`src/rtl/subleq_pkg.sv`:
```
// Shared types, default widths and the next-PC rule for the SUBLEQ core.
package subleq_pkg;

    typedef enum logic [2:0] {
        IDLE  = 3'd0,
        RD_A  = 3'd1,
        RD_B  = 3'd2,
        RD_C  = 3'd3,
        RD_MA = 3'd4,
        RD_MB = 3'd5,
        WR_B  = 3'd6,
        HALT  = 3'd7
    } state_t;

    localparam int DEF_DATA_W = 64;
    localparam int DEF_ADDR_W = 16;
    localparam int DEF_CNT_W  = 32;

    // Wide enough for any address width in use; callers truncate to ADDR_W,
    // which also gives the modulo-2^ADDR_W wrap of pc + 3.
    localparam int PC_CALC_W = 64;

    function automatic logic [PC_CALC_W-1:0] next_pc(
        input logic [PC_CALC_W-1:0] pc,
        input logic [PC_CALC_W-1:0] c,
        input logic                 leq
    );
        return leq ? c : pc + PC_CALC_W'(3);
    endfunction

endpackage

```
`src/rtl/subleq_mem_if.sv`:
```
// Single-outstanding memory request sequencer: registers a request on issue,
// holds it stable until acked, and flags completion in the ack cycle.
module subleq_mem_if #(
    parameter int DATA_W = 64,
    parameter int ADDR_W = 16
) (
    input  logic              clk,
    input  logic              rst,
    input  logic              issue,
    input  logic              issue_we,
    input  logic [ADDR_W-1:0] issue_addr,
    input  logic [DATA_W-1:0] issue_wdata,
    output logic              done,
    output logic [DATA_W-1:0] rdata,
    output logic              mem_req,
    output logic              mem_we,
    output logic [ADDR_W-1:0] mem_addr,
    output logic [DATA_W-1:0] mem_wdata,
    input  logic              mem_ack,
    input  logic [DATA_W-1:0] mem_rdata
);

    logic              req_reg;
    logic              we_reg;
    logic [ADDR_W-1:0] addr_reg;
    logic [DATA_W-1:0] wdata_reg;

    // An issue in the ack cycle chains straight into the next access.
    always_ff @(posedge clk or posedge rst) begin
        if (rst) begin
            req_reg   <= 1'b0;
            we_reg    <= 1'b0;
            addr_reg  <= '0;
            wdata_reg <= '0;
        end else if (issue) begin
            req_reg   <= 1'b1;
            we_reg    <= issue_we;
            addr_reg  <= issue_addr;
            wdata_reg <= issue_wdata;
        end else if (done) begin
            req_reg <= 1'b0;
            we_reg  <= 1'b0;
        end
    end

    assign done      = req_reg & mem_ack;
    assign rdata     = mem_rdata;
    assign mem_req   = req_reg;
    assign mem_we    = we_reg;
    assign mem_addr  = addr_reg;
    assign mem_wdata = wdata_reg;

endmodule

```
`src/rtl/subleq_core_p.sv`:
```
// Multi-cycle SUBLEQ core: fetches A/B/C, reads mem[A] and mem[B], writes
// mem[B]-mem[A] back and branches to C when the result is <= 0.
module subleq_core_p
    import subleq_pkg::*;
#(
    parameter int          DATA_W   = DEF_DATA_W,
    parameter int          ADDR_W   = DEF_ADDR_W,
    parameter int unsigned RESET_PC = 0,
    parameter int          CNT_W    = DEF_CNT_W
) (
    input  logic              clk,
    input  logic              rst,
    input  logic              run,
    output logic              busy,
    output logic              halted,
    output logic [ADDR_W-1:0] pc,
    output logic [CNT_W-1:0]  retired,
    output logic              mem_req,
    output logic              mem_we,
    output logic [ADDR_W-1:0] mem_addr,
    output logic [DATA_W-1:0] mem_wdata,
    input  logic              mem_ack,
    input  logic [DATA_W-1:0] mem_rdata
);

    state_t            state_reg, state_next;
    logic [ADDR_W-1:0] pc_reg, pc_next;
    logic [CNT_W-1:0]  retired_reg, retired_next;
    logic              halted_reg, halted_next;
    logic [DATA_W-1:0] a_reg, a_next;
    logic [DATA_W-1:0] b_reg, b_next;
    logic [DATA_W-1:0] c_reg, c_next;
    logic [DATA_W-1:0] ma_reg, ma_next;
    logic [DATA_W-1:0] mb_reg, mb_next;

    logic              issue;
    logic              issue_we;
    logic [ADDR_W-1:0] issue_addr;
    logic [DATA_W-1:0] issue_wdata;
    logic              done;
    logic [DATA_W-1:0] rdata;

    logic [DATA_W-1:0] result;
    logic              leq;
    logic [ADDR_W-1:0] pc_upd;

    subleq_mem_if #(
        .DATA_W(DATA_W),
        .ADDR_W(ADDR_W)
    ) u_mem_if (
        .clk        (clk),
        .rst        (rst),
        .issue      (issue),
        .issue_we   (issue_we),
        .issue_addr (issue_addr),
        .issue_wdata(issue_wdata),
        .done       (done),
        .rdata      (rdata),
        .mem_req    (mem_req),
        .mem_we     (mem_we),
        .mem_addr   (mem_addr),
        .mem_wdata  (mem_wdata),
        .mem_ack    (mem_ack),
        .mem_rdata  (mem_rdata)
    );

    assign result = mb_reg - ma_reg;
    assign leq    = result[DATA_W-1] | (result == '0);
    assign pc_upd = ADDR_W'(next_pc(PC_CALC_W'(pc_reg), PC_CALC_W'(c_reg), leq));

    always_ff @(posedge clk or posedge rst) begin
        if (rst) begin
            state_reg   <= IDLE;
            pc_reg      <= ADDR_W'(RESET_PC);
            retired_reg <= '0;
            halted_reg  <= 1'b0;
            a_reg       <= '0;
            b_reg       <= '0;
            c_reg       <= '0;
            ma_reg      <= '0;
            mb_reg      <= '0;
        end else begin
            state_reg   <= state_next;
            pc_reg      <= pc_next;
            retired_reg <= retired_next;
            halted_reg  <= halted_next;
            a_reg       <= a_next;
            b_reg       <= b_next;
            c_reg       <= c_next;
            ma_reg      <= ma_next;
            mb_reg      <= mb_next;
        end
    end

    always_comb begin
        state_next   = state_reg;
        pc_next      = pc_reg;
        retired_next = retired_reg;
        halted_next  = halted_reg;
        a_next       = a_reg;
        b_next       = b_reg;
        c_next       = c_reg;
        ma_next      = ma_reg;
        mb_next      = mb_reg;
        issue        = 1'b0;
        issue_we     = 1'b0;
        issue_addr   = pc_reg;
        issue_wdata  = '0;
        case (state_reg)
            IDLE: begin
                if (run) begin
                    state_next = RD_A;
                    issue      = 1'b1;
                    issue_addr = pc_reg;
                end
            end
            RD_A: begin
                if (done) begin
                    a_next     = rdata;
                    state_next = RD_B;
                    issue      = 1'b1;
                    issue_addr = pc_reg + ADDR_W'(1);
                end
            end
            RD_B: begin
                if (done) begin
                    b_next     = rdata;
                    state_next = RD_C;
                    issue      = 1'b1;
                    issue_addr = pc_reg + ADDR_W'(2);
                end
            end
            RD_C: begin
                if (done) begin
                    c_next     = rdata;
                    state_next = RD_MA;
                    issue      = 1'b1;
                    issue_addr = ADDR_W'(a_reg);
                end
            end
            RD_MA: begin
                if (done) begin
                    ma_next    = rdata;
                    state_next = RD_MB;
                    issue      = 1'b1;
                    issue_addr = ADDR_W'(b_reg);
                end
            end
            RD_MB: begin
                // Write data is formed from the live read so WR_B can issue back-to-back.
                if (done) begin
                    mb_next     = rdata;
                    state_next  = WR_B;
                    issue       = 1'b1;
                    issue_we    = 1'b1;
                    issue_addr  = ADDR_W'(b_reg);
                    issue_wdata = rdata - ma_reg;
                end
            end
            WR_B: begin
                if (done) begin
                    retired_next = retired_reg + CNT_W'(1);
                    if (leq && c_reg[DATA_W-1]) begin
                        halted_next = 1'b1;
                        state_next  = HALT;
                    end else begin
                        pc_next = pc_upd;
                        if (run) begin
                            state_next = RD_A;
                            issue      = 1'b1;
                            issue_addr = pc_upd;
                        end else begin
                            state_next = IDLE;
                        end
                    end
                end
            end
            HALT: begin
                state_next = HALT;
            end
            default: begin
                state_next = IDLE;
            end
        endcase
    end

    assign busy    = (state_reg != IDLE) && (state_reg != HALT);
    assign halted  = halted_reg;
    assign pc      = pc_reg;
    assign retired = retired_reg;

endmodule

```
`config.mk`:
```
export PLATFORM = sky130hd
export DESIGN_NAME = subleq_core_p
export DESIGN_NICKNAME = d
export VERILOG_FILES = /design/src/rtl/subleq_pkg.sv /design/src/rtl/subleq_mem_if.sv /design/src/rtl/subleq_core_p.sv
export SDC_FILE = /design/constraint.sdc
export NUM_CORES = 1
export LEC_CHECK = 0
export ABC_AREA = 1
export BUFFER_PORTS_ARGS = -buffer_cell sky130_fd_sc_hd__buf_4
export CAP_MARGIN = 25
export CORE_UTILIZATION = 35
export DETAILED_ROUTE_END_ITERATION = 7
export PLACE_DENSITY = 0.57
export SLEW_MARGIN = 5
export SYNTH_ARGS = -nofsm -noshare
export SYNTH_HDL_FRONTEND = slang
export SYNTH_SLANG_ARGS = --single-unit
```
`constraint.sdc`:
```
create_clock -name clk -period 13 [get_ports clk]
set_input_delay 1.3 -clock clk [delete_from_list [all_inputs] [get_ports clk]]
set_output_delay 1.3 -clock clk [all_outputs]
set_load 0.01 [all_outputs]
```
; After elaboration in Yosys (flattened, before gate mapping)
; Cells that the tools add are included.
[totals]
register_bits = 358
latchBits = 0
ram_bits = 0
rom_bits = 0
input_bits = 68
output_inout_bits = 132
elab_cells = 84
mem_count = 0
[classes]
addsub = 6
multipliers = 0
n_div = 0
n_lt_le_gt_ge = 0
eq_ne = 15
shifts = 0
mux = 30
bitwise = 3
n_reduce_logical = 17
[op_table]
columns = operator, n
row1 = 2-to-1 mux 16 bit, 8
row2 = 2-to-1 mux 64 bit, 2
row3 = subtractor 64 bit, 2
row4 = one-hot mux 16 bit (5 select lines), 1
row5 = zero test 64 bit, 1
row6 = adder 16 x 2 -> 16 bit (second input constant), 2
row7 = adder 32 x 1 -> 32 bit (second input constant), 1
row8 = 2-to-1 mux 3 bit, 8
row9 = one-hot mux 3 bit (8 select lines), 1
row10 = adder 16 x 1 -> 16 bit (second input constant), 1
row11 = != test 2 bit (second input constant), 7
row12 = == test 3 bit (second input constant), 4
row13 = AND reduction 2 bit, 6
row14 = 2-to-1 mux 1 bit, 9
row15 = AND reduction 7 bit, 1
row16 = == test 3 x 2 -> 1 bit (second input constant), 2
row17 = AND reduction 3 bit, 2
row18 = OR reduction 5 bit, 1
row19 = == test 3 x 1 -> 1 bit (second input constant), 1
row20 = zero test 3 bit, 1
row21 = != test 3 bit (second input constant), 1
row22 = one-hot mux 1 bit (3 select lines), 1
row23 = nonzero test 3 bit, 1
row24 = logical AND 1 bit, 2
row25 = other kinds (5), 5

; Logic depth before layout (Yosys ltp)
[depth]
ltp_word = 8
ltp_mapped = 30
mapped_depth_nobuf = 29

; By module
; From an unflattened synthesis, not the netlist that was laid out.
[hier_totals]
cells_unflattened = 3867
area_unflattened_um2 = 24707.4
[modules_own_cells]
columns = mod, n_inst, cells_each, area_each_um2, seq_area_each_um2
row1 = subleq_core_p, 1, 3455, 21086.5, 5730.5
row2 = subleq_mem_if, 1, 412, 3621.0, 2052.0

; Worst setup path after synthesis
; No wires, ideal clock.
[synth_path]
path_type = input-to-reg
start = in mem_rdata[0]
end = reg u_mem_if.wdata_reg[48] (netlist: u_mem_if.mem_wdata[48])
setup_ns = 0.117
arrival_ns = 3.682
required_ns = 12.883
slack_ns = 9.201
path_stages = 23
n_path_buf = 0
path_cell_list = inv_1 ha_1 inv_1 fa_1 nand3_1 nand2_1 nand2_1 nand2_1 a21o_1 nand3_1 nand2_1 nand2_1 nand2_1 nand2_1 nand2_1 a21oi_1 inv_1 nand2_1 nand2_1 a21o_1 or2_2 nand3_1 nand2_1
[synth_via]
elab_chain_cells = 3
[synth_lines]
columns = item, line_no
row1 = from (decl), subleq_core_p.sv:23  ; input logic [DATA_W-1:0] mem_rdata
row2 = subtractor 64 bit, subleq_core_p.sv:157  ; issue_wdata = rdata - ma_reg;
row3 = 2-to-1 mux 64 bit, subleq_core_p.sv:151  ; if (done) begin
row4 = 2-to-1 mux 64 bit, subleq_core_p.sv:109  ; case (state_reg)
row5 = to (signal assigned), subleq_mem_if.sv:39  ; wdata_reg <= issue_wdata;
row6 = to (decl), subleq_mem_if.sv:26  ; logic [DATA_W-1:0] wdata_reg;
; No other way between the ends.
; A chain may end at the register's enable or synchronous reset.

; Worst setup path in the final report
[layout_path]
start = reg ma_reg[0]
end = reg u_mem_if.wdata_reg[31] (netlist: u_mem_if.mem_wdata[31])
[layout_via]
elab_chain_cells = 7
elab_cells_between_ends = 10
classes_between = add/sub (2) / mux (5) / bitwise (1) / reduce/logical (2)
[layout_lines]
columns = item, line_no
row1 = from (decl), subleq_core_p.sv:33  ; logic [DATA_W-1:0] ma_reg, ma_next;
row2 = from (signal assigned), subleq_core_p.sv:90  ; ma_reg <= ma_next;
row3 = subtractor 64 bit, subleq_core_p.sv:67  ; assign result = mb_reg - ma_reg;
row4 = zero test 64 bit, subleq_core_p.sv:68  ; assign leq = result[DATA_W-1] | (result == '0);
row5 = bitwise OR 1 bit, subleq_core_p.sv:68
row6 = logical AND 1 bit, subleq_core_p.sv:163  ; if (leq && c_reg[DATA_W-1]) begin
row7 = 2-to-1 mux 1 bit, subleq_core_p.sv:163
row8 = 2-to-1 mux 1 bit, subleq_core_p.sv:161  ; if (done) begin
row9 = one-hot mux 1 bit (3 select lines), subleq_core_p.sv:109
; Several ways; a longest one is shown, not always the timed one.

==> impl_summary.txt <==
----------------------------------------------------
[CTS]
  CTS resizes ... 0
  Buffers inserted by post-CTS timing repair ... 0
  Max Buffers Root-to-Sink ... 3
  Clock-pin slew of the registers on the worst-case setup and hold paths ... 0.06 ns
  Clock latency reported for the late side of the worst-skew pair ... 0.59 ns
  CTS tree ... built
  Hold buffer count at cts ... 0
  Sinks on the clock net ... 311
  Htree depth ... 2
  Clock tree root driver cell ... sky130_fd_sc_hd__clkbuf_16
  Number of buffers added by the clock tree synthesis step ... 38

[STA]
  Final sum of negative setup slack ... 0 ns
  Transition time of the tightest slew-check pin ... 0.9541 ns
  Post-route clock period utilization ... 39.33%
  Maximum clock skew at final layout ... 0.03515 ns
  Number of slew-limit violations in the final report ... 0
  Slew margin rel. ... 36.39%
  Setup repair after global routing missed its margin ... no
  Peak Freq ... 195.6 MHz
  Final hold viol count ... 0
  Final Setup Violations ... 0
  Fin crit period ... 5.113 ns

[Drt]
  Detailed-route DRC error count ... 0
  Via-to-Cell Ratio ... 4.927
  Avg WL per Cell ... 17.68 um
  Routed Wire Length ... 84170 um
  Detailed-route via count ... 23450
  DRT iter0 DRCs ... 2105
  Antenna viol nets, final ... 0
  First-pass iteration count of the detailed router ... 6

[Synthesis]
  Gate count after technology mapping ... 3683
  Most used DFF post-synth ... sky130_fd_sc_hd__dfrtp_1
  Average cell area after synthesis ... 6.449 um^2
  Yosys Warn Count ... 0
  Total nets after synthesis ... 3884
  Cell area after synthesis ... 23750 um^2
  Sequential cell area fraction in the yosys report ... 32.77%
  Async set-reset flop share out of synthesis ... 100.0%
  Synth unique cells ... 55
  Count of flip-flops with a built-in enable after synthesis ... 0
  Register bit count reported by yosys ... 311

[Setup path]
  Kind of cell adding the most delay to the critical path ... simple AND/OR/NAND/NOR gates
  Crit-path slowest cell ... sky130_fd_sc_hd__clkinv_4
  Worst Path Arrival ... 5.54 ns
  Crit end category ... flip-flop
  Crit path required time ... 13.42 ns
  Max Fanout on Critical Path ... 81
  Crit path launch type ... flip-flop
  Most prevalent standard cell on the critical path ... sky130_fd_sc_hd__nand2_1
  Worst Path Buf+Inv ... 2
  Type of the worst setup path ... flip-flop to flip-flop
  CP max stage delay ... 0.55 ns

[Floorplanning]
  Placement row count ... 95
  Die width ... 262.5 um
  Initial cell density of the core ... 35.37%
  Area enclosed by the die boundary ... 68910 um^2
  Vertical die dimension ... 262.5 um
  Core ar. ... 67160 um^2
  Top-level I/O count ... 200

[Placement]
  Dpl cell area ... 26100 um^2
  Estimated wirelength of the detail-placed design ... 68230 um
  Final GP Congestion ... 0.9509
  Port Buf Inserts ... 199

[Global route]
  Gr usage total ... 24.14%
  Grt total ovfl ... 0
  Number of global-route vias before repair ... 22820
  Number of antenna violations at the first check in global routing ... 1
  Maximum number of pins on one net before global-route repair ... 135
  Global-route wire length before repair ... 129900 um

[Run]
  Maximum Capacitance Violations ... 0

[Final layout]
  Area added between synthesis and finish ... 15.46%
  Ratio of cells with drive above 1 in the final layout ... 7.977%
  Final Cell Area ... 27420 um^2
  Final net count ... 4061

[Run status]
  Run status ... complete, no violations

[Pwr]
  Highest ir drop seen on vdd ... 0.07806 mV
  Pwr/cell area ... 82.56 nW/um^2
  Lkg Pwr ... 15.06 nW

[Min path]
  Worst min-delay path class ... flip-flop to flip-flop

----------------------------------------------------
synth_stat cells (all sizes together), types with 14 or more instances:
cell,instances,area [um^2]
a21oi,184,924.6
xor2,57,499.2
xnor2,50,437.9
nand2,1240,4684
o21ai,317,1587
inv,667,2504
a31oi,37,231.5
clkbuf,54,202.7
ha,131,1639
buf,18,140.1
nand4,29,181.4
nor2,282,1081
nand3,160,818.3
nor3,33,165.2
dfrtp,311,7782
or2,14,87.59
metal layers:
layer	share of wire (%)	vias up	global-route usage, %
met3	5.9	127	3.767
met4	3.0	0	8.013
met1	43	10740	30.37
li1	-	11910	-
met5	0	-	0
met2	48	678	41.95
cell type report:
| class | count | area (um^2) |
|---|---|---|
| multi-input combinational | 2629 | 13120 |
| inverter | 671 | 2534 |
| sequential | 311 | 7782 |
| fill | 7372 | 39740 |
| tap | 873 | 1092 |
| timing repair buffer | 209 | 1622 |
| clock buffer | 53 | 1099 |
| antenna | 1 | 2.502 |
| clock inverter | 13 | 171.4 |
worst paths after layout:
| check | startpoint | end | slack (ns) | cells after the start |
|---|---|---|---|---|
| setup / recovery | ma_reg[0] | u_mem_if.mem_wdata[31] | 7.89 | 26 |
| max in group asynchronous | rst | retired[18] | 10.05 | 4 |
| hold reg to reg | retired[31] | retired[31] | 0.47 | 1 |
| hold / removal | retired[31] | retired[31] | 0.47 | 1 |
| min in group asynchronous | rst | u_mem_if.mem_wdata[61] | 0.83 | 2 |
| setup reg to reg | ma_reg[0] | u_mem_if.mem_wdata[31] | 7.89 | 26 |
cells in the final DEF, fill, tap and decap left out, types with 4 or more instances in the layout:
master | netlist | final
sky130_fd_sc_hd__a2111oi_0 | 4 | 4
sky130_fd_sc_hd__a21o_1 | 9 | 9
sky130_fd_sc_hd__a21oi_1 | 183 | 183
sky130_fd_sc_hd__a221o_1 | 4 | 4
sky130_fd_sc_hd__a221oi_1 | 5 | 5
sky130_fd_sc_hd__a31oi_1 | 37 | 37
sky130_fd_sc_hd__buf_4 | 1 | 206
sky130_fd_sc_hd__clkbuf_1 | 54 | 7
sky130_fd_sc_hd__clkbuf_16 | 0 | 39
sky130_fd_sc_hd__clkbuf_8 | 0 | 7
sky130_fd_sc_hd__clkinv_2 | 0 | 5
sky130_fd_sc_hd__dfrtp_1 | 311 | 311
sky130_fd_sc_hd__ha_1 | 131 | 131
sky130_fd_sc_hd__inv_1 | 659 | 658
sky130_fd_sc_hd__inv_2 | 8 | 8
sky130_fd_sc_hd__nand2_1 | 1234 | 1234
sky130_fd_sc_hd__nand3_1 | 158 | 157
sky130_fd_sc_hd__nand3b_1 | 13 | 13
sky130_fd_sc_hd__nand4_1 | 29 | 29
sky130_fd_sc_hd__nor2_1 | 277 | 275
sky130_fd_sc_hd__nor2_2 | 3 | 5
sky130_fd_sc_hd__nor3_1 | 33 | 33
sky130_fd_sc_hd__nor4_1 | 8 | 8
sky130_fd_sc_hd__o2111ai_1 | 6 | 6
sky130_fd_sc_hd__o211ai_1 | 6 | 6
sky130_fd_sc_hd__o21ai_0 | 272 | 272
sky130_fd_sc_hd__o21ai_1 | 45 | 45
sky130_fd_sc_hd__o21bai_1 | 12 | 12
sky130_fd_sc_hd__or2_2 | 13 | 13
sky130_fd_sc_hd__xnor2_1 | 50 | 50
sky130_fd_sc_hd__xor2_1 | 57 | 57
worst register-to-register path: cells and delay by family (launching register included):
family	cells	cell delay, ns
adders and majority gates	2	0.65
AOI/OAI and AO/OA	1	0.10
buffers and inverters	2	0.63
DFF	1	0.40
and+or+nand+nor	21	3.18
stage by stage:
stage	util [%]	total power, mW	instances	setup slack [ns]	hold WS (ns)
3_3_place_gp	38.86	1.182	4691	7.958	0.4594
6_report	40.83	2.264	4760	7.887	0.4717
3_5_place_dp	38.86	1.181	4691	7.904	0.4593
2_1_floorplan	-	1.097	3683	3.099	0.4479
5_1_grt	40.83	2.344	4759	7.493	0.5001
4_1_cts	40.75	2.290	4757	7.896	0.4724
cell families (layout without fill, tap and decap cells):
group | after synthesis | after routing | synth area share [%]
flops | 311 | 311 | 32.77
xor+xnor | 107 | 107 | 3.946
compound gates | 604 | 604 | 13.79
fa+ha+maj | 133 | 133 | 7.069
buf+inv | 743 | 946 | 12.07
other cells | 0 | 1 | 0
simple gates | 1785 | 1785 | 30.36
where the power goes:
group	total (mW)	leakage, nW	switching, mW	internal [mW]
clock	1.10	0.626	0.448	0.653
combinational	0.195	10.2	0.134	0.0605
sequential	0.968	4.21	0	0.968
No activity file was read; power rests on OpenSTA's default activity.
